--- src/rtl/pair_serial_tx_if.sv ---
// pair_serial_tx_if: load/ready handshake, byte pair and serial line of the pair transmitter
interface pair_serial_tx_if;
  logic       load;
  logic [7:0] z_in;
  logic [7:0] x_in;
  logic       ready;
  logic       busy;
  logic       done;
  logic       f;
  modport master(output load, z_in, x_in, input ready, busy, done, f);
  modport slave(input load, z_in, x_in, output ready, busy, done, f);
endinterface

--- src/rtl/pair_serial_tx.sv ---
// pair_serial_tx: shifts a (z, x) byte pair out on f as start, 16 data, parity, stop bits
module pair_serial_tx #(
  parameter int CLKS_PER_BIT = 4,
  parameter bit PARITY_ODD   = 1'b0
) (
  input logic clk,
  input logic reset,
  pair_serial_tx_if.slave bus
);
  typedef enum logic [2:0] {IDLE, START, DATA, PARITY, STOP} state_t;
  state_t      r_state, w_state_n;
  logic [7:0]  r_cnt, w_cnt_n;
  logic [4:0]  r_idx, w_idx_n;
  logic [15:0] r_sh, w_sh_n;
  logic        r_par, w_par_n, r_f, w_f_n, r_done, w_done_n, w_wrap;
  assign w_wrap = r_cnt == 8'(CLKS_PER_BIT - 1);
  // r_idx is the frame slot number; the DATA slots end after slot 16
  always_comb begin
    w_state_n = r_state;
    w_cnt_n   = (r_state == IDLE || w_wrap) ? 8'd0 : r_cnt + 8'd1;
    w_idx_n   = (r_state != IDLE && w_wrap) ? r_idx + 5'd1 : r_idx;
    w_sh_n    = r_sh;
    w_par_n   = r_par;
    w_f_n     = r_f;
    w_done_n  = 1'b0;
    case (r_state)
      IDLE: if (bus.load) begin
        w_state_n = START;
        w_sh_n    = {bus.x_in, bus.z_in};
        w_par_n   = (^{bus.x_in, bus.z_in}) ^ PARITY_ODD;
        w_f_n     = 1'b0;
        w_idx_n   = 5'd0;
      end
      START: if (w_wrap) begin
        w_state_n = DATA;
        w_f_n     = r_sh[0];
      end
      DATA: if (w_wrap) begin
        w_sh_n    = r_sh >> 1;
        w_f_n     = (r_idx == 5'd16) ? r_par : r_sh[1];
        w_state_n = (r_idx == 5'd16) ? PARITY : DATA;
      end
      PARITY: if (w_wrap) begin
        w_state_n = STOP;
        w_f_n     = 1'b1;
      end
      STOP: if (w_wrap) begin
        w_state_n = IDLE;
        w_done_n  = 1'b1;
        w_idx_n   = 5'd0;
      end
      default: w_state_n = IDLE;
    endcase
  end
  always_ff @(posedge clk) begin
    if (reset) begin
      r_state <= IDLE;
      r_cnt   <= '0;
      r_idx   <= '0;
      r_sh    <= '0;
      r_par   <= 1'b0;
      r_f     <= 1'b1;
      r_done  <= 1'b0;
    end else begin
      r_state <= w_state_n;
      r_cnt   <= w_cnt_n;
      r_idx   <= w_idx_n;
      r_sh    <= w_sh_n;
      r_par   <= w_par_n;
      r_f     <= w_f_n;
      r_done  <= w_done_n;
    end
  end
  assign bus.ready = r_state == IDLE;
  assign bus.busy  = r_state != IDLE;
  assign bus.done  = r_done;
  assign bus.f     = r_f;
endmodule

--- src/flat_wrapper.sv ---
// flat-port wrapper written by rule: the top's interface ports become plain ports
module pair_serial_tx_flat 
#(
  parameter int CLKS_PER_BIT = 4,
  parameter bit PARITY_ODD   = 1'b0
)
  (clk, reset, bus_load, bus_z_in, bus_x_in, bus_ready, bus_busy, bus_done, bus_f);
  pair_serial_tx_if bus_i ();
  input logic clk;
  input logic reset;
  input wire logic [$bits(bus_i.load)-1:0] bus_load;
  input wire logic [$bits(bus_i.z_in)-1:0] bus_z_in;
  input wire logic [$bits(bus_i.x_in)-1:0] bus_x_in;
  output wire logic [$bits(bus_i.ready)-1:0] bus_ready;
  output wire logic [$bits(bus_i.busy)-1:0] bus_busy;
  output wire logic [$bits(bus_i.done)-1:0] bus_done;
  output wire logic [$bits(bus_i.f)-1:0] bus_f;
  assign bus_i.load = bus_load;
  assign bus_i.z_in = bus_z_in;
  assign bus_i.x_in = bus_x_in;
  assign bus_ready = bus_i.ready;
  assign bus_busy = bus_i.busy;
  assign bus_done = bus_i.done;
  assign bus_f = bus_i.f;
  pair_serial_tx #(.CLKS_PER_BIT(CLKS_PER_BIT), .PARITY_ODD(PARITY_ODD)) u_core (.clk(clk), .reset(reset), .bus(bus_i));
endmodule
--- config.mk ---
export PLATFORM = sky130hd
export DESIGN_NAME = pair_serial_tx_flat
export DESIGN_NICKNAME = d
export VERILOG_FILES = /design/src/rtl/pair_serial_tx_if.sv /design/src/rtl/pair_serial_tx.sv /design/src/flat_wrapper.sv
export SDC_FILE = /design/constraint.sdc
export NUM_CORES = 1
export LEC_CHECK = 0
export ABC_AREA = 1
export CAP_MARGIN = 20
export CORE_MARGIN = 10
export CORE_UTILIZATION = 30
export CTS_CLUSTER_DIAMETER = 30
export DETAILED_ROUTE_END_ITERATION = 8
export GPL_TIMING_DRIVEN = 0
export MAX_ROUTING_LAYER = met4
export PLACE_DENSITY = 0.59
export SLEW_MARGIN = 20
export SYNTH_ARGS = -nofsm -noshare
export SYNTH_HDL_FRONTEND = slang
export SYNTH_SLANG_ARGS = --single-unit
--- constraint.sdc ---
create_clock -name clk -period 3.4 [get_ports clk]
set_input_delay 0.68 -clock clk [delete_from_list [all_inputs] [get_ports clk]]
set_output_delay 0.68 -clock clk [all_outputs]
set_load 0.03 [all_outputs]
==> flow_summary.json <==
{
  "routed_via_density": 4.43,
  "status": "complete, no violations",
  "cts_tree": "built",
  "cp_slowest_cell": "clkdlybuf4s50_1",
  "critPathTopFamily": "buffers and inverters",
  "final_cell_area_um2": 2520,
  "ant_nets": 0,
  "fin_tns_setup_ns": 0,
  "critPathKind": "reg -> out",
  "crit_path_end_kind": "output port",
  "vias": 2058,
  "syn_area_per_cell_um2": 6.15,
  "hold_violations": 0,
  "fill_cells": 736,
  "die_area_um2": 10700,
  "start_util_pct": 30.8,
  "drc": 0,
  "crit_path_start": "u_core.r_state[2]$_SDFFE_PP0P_",
  "overflow": 0,
  "ys_seq_area_share_pct": 33.5,
  "final_common_cell": "nand2_1",
  "power.density_nw_per_um2": 395,
  "synthCells": 340,
  "max-cap-violations": 0,
  "grt_first_pass_wirelength_mm": 8.25,
  "clock.fmax_mhz": 410,
  "wirelength_mm": 4.67,
  "ys_ff_latch": 35,
  "die_y_um": 103,
  "max_stage_delay_ns": 0.69,
  "relSlewSlack_pct": 64.0,
  "cts_buffers": 5,
  "worstMarginPinSlew_ns": 0.537,
  "num_rows": 30,
  "htree_num_levels": 2,
  "ys_warn_count": 0,
  "yosysTopAreaCell": "dfxtp_1",
  "dp_hpwl_mm": 3.63,
  "n_antenna_cell": 0,
  "slew_violations": 0,
  "ios": 23,
  "cp_max_fo": 8,
  "nets": 390,
  "path_cells": "nor2_2 -> nand2_2 -> inv_1 -> clkdlybuf4s50_1",
  "drive_above_1_share_pct": 5.42,
  "synth_top_area_share_pct": 33.5,
  "timing.hold.ws_ns": 0.448,
  "grt_usage_pct": 9.75,
  "yosysUniqueCellTypes": 28,
  "start_kind": "flop",
  "netlist_area_um2": 2090,
  "grt_use_met2_pct": 15.8,
  "core_um2": 6790,
  "clock_latency_ns": 0.28,
  "mostFrequentLayoutCells": "nand2_1, inv_1, dfxtp_1",
  "firstDrtPassIters": 4,
  "leakage_uw": 0.00118,
  "clock_path_buffers": 2,
  "path_clk_slew_ns": 0.07,
  "use_met1_pct": 11.9,
  "period_needed_ns": 2.44,
  "ir_drop_v": 0.000142,
  "netlist_top_cells_area": "dfxtp_1, nand2_1, inv_1",
  "busiest_layer": "met2",
  "syn-num-nets": 362,
  "postCtsHoldBufs": 0,
  "root_buffer": "clkbuf_8",
  "routedWlPerCell_um": 10.0,
  "grt_max_degree": 11,
  "cts_resized": 0,
  "antenna_found_initial": 0,
  "placed_area_um2": 2420,
  "met3_usage_pct": 2.26,
  "dieWidth_um": 103,
  "worstPathRequired_ns": 2.72,
  "routabilityCongestion": 0.751,
  "clock_skew_ns": 0.00160,
  "clkSinkCount": 35,
  "hp-class": "reg -> reg",
  "rsz0062_at_grt": "no",
  "min_period_over_period_pct": 71.8,
  "hp-start": "u_core.r_sh[6]$_SDFFE_PP0P_",
  "grt_pass1_vias": 1999,
  "crit_buf_inv": 2,
  "first_iter_violations": 48,
  "arrival_ns": 1.76,
  "post_cts_buffers": 0,
  "r2r_start": "u_core.r_cnt[0]$_SDFF_PP0_",
  "area_delta_synth_final_pct": 20.6,
  "setup_viol": 0,
  "port_buffers": 21
}
per-stage QoR:
step / power (µW) / cells / utilization, % / worst slack (ns)
3_3_place_gp: 669 / 457 / 35.6 / 1.18
4_1_cts: 1010 / 465 / 37.1 / 0.940
2_1_floorplan: 600 / 340 / - / 1.81
5_1_grt: 1060 / 465 / 37.1 / 0.878
6_report: 996 / 465 / 37.1 / 0.959
3_5_place_dp: 673 / 457 / 35.6 / 1.18
path summary, 6_finish.rpt:
kind                                 end  slack [ns]  depth (start not counted)
max                            bus_ready        0.96                          4
min          u_core.r_sh[6]$_SDFFE_PP0P_        0.45                          2
max reg2reg   u_core.r_cnt[3]$_SDFF_PP0_        1.64                          8
min reg2reg  u_core.r_sh[6]$_SDFFE_PP0P_        0.45                          2
where the power goes:
part / total [µW] / leakage [µW] / switching, µW / internal [µW]
clock: 335 / 0.0000515 / 150 / 185
combinational: 214 / 0.000838 / 130 / 83.9
sequential: 448 / 0.000287 / 10.6 / 437
synthesized netlist by cell type, drive strengths merged:
cell,count
nand2,106
inv,61
o21ai,36
dfxtp,35
a21oi,27
nor2,26
nand3,15
nor3,6
buf,5
clkbuf,4
xnor2,4
xor2,4
ha,3
nand3b,2
nand4,2
a31oi,1
o211ai,1
o21a,1
or2,1
logic make-up after synthesis:
family                     after synthesis  synth area share (%)
AOI/OAI and AO/OA                       66                  16.5
adders and majority gates                3                  1.80
xor gates and xnor gates                 8                  3.35
and+or+nand+nor                        158                  31.3
DFF                                     35                  33.5
buffers and inverters                   70                  13.6
sequential cells by signal, summed over array words and instances (netlist names):
register	flops
u_core.r_par	1
u_core.r_state	3
u_core.bus.f	1
u_core.r_idx	5
u_core.r_sh	16
u_core.r_cnt	8
u_core.bus.done	1
routing by layer:
metal | part of all wire (%) | wire length, µm
met2 | 46 | 2130
met5 | 0 | 0
met1 | 51 | 2370
met4 | 0.73 | 34
met3 | 3.0 | 140
layout make-up:
class / count / area, µm² / area share, %
multi-input combinational: 235 / 1100 / 43.8
sequential: 35 / 701 / 27.8
inverter: 61 / 229 / 9.09
timing repair buffer: 21 / 210 / 8.34
tap: 96 / 120 / 4.77
clock buffer: 8 / 100 / 3.97
buffer: 9 / 55.1 / 2.18
worst min-delay path: cells and delay by family (launching register included):
kind,cells,cell delay (ns)
compound gates,1,0.05
buf+inv,1,0.05
flops,1,0.30
No activity file was read; power rests on OpenSTA's default activity.
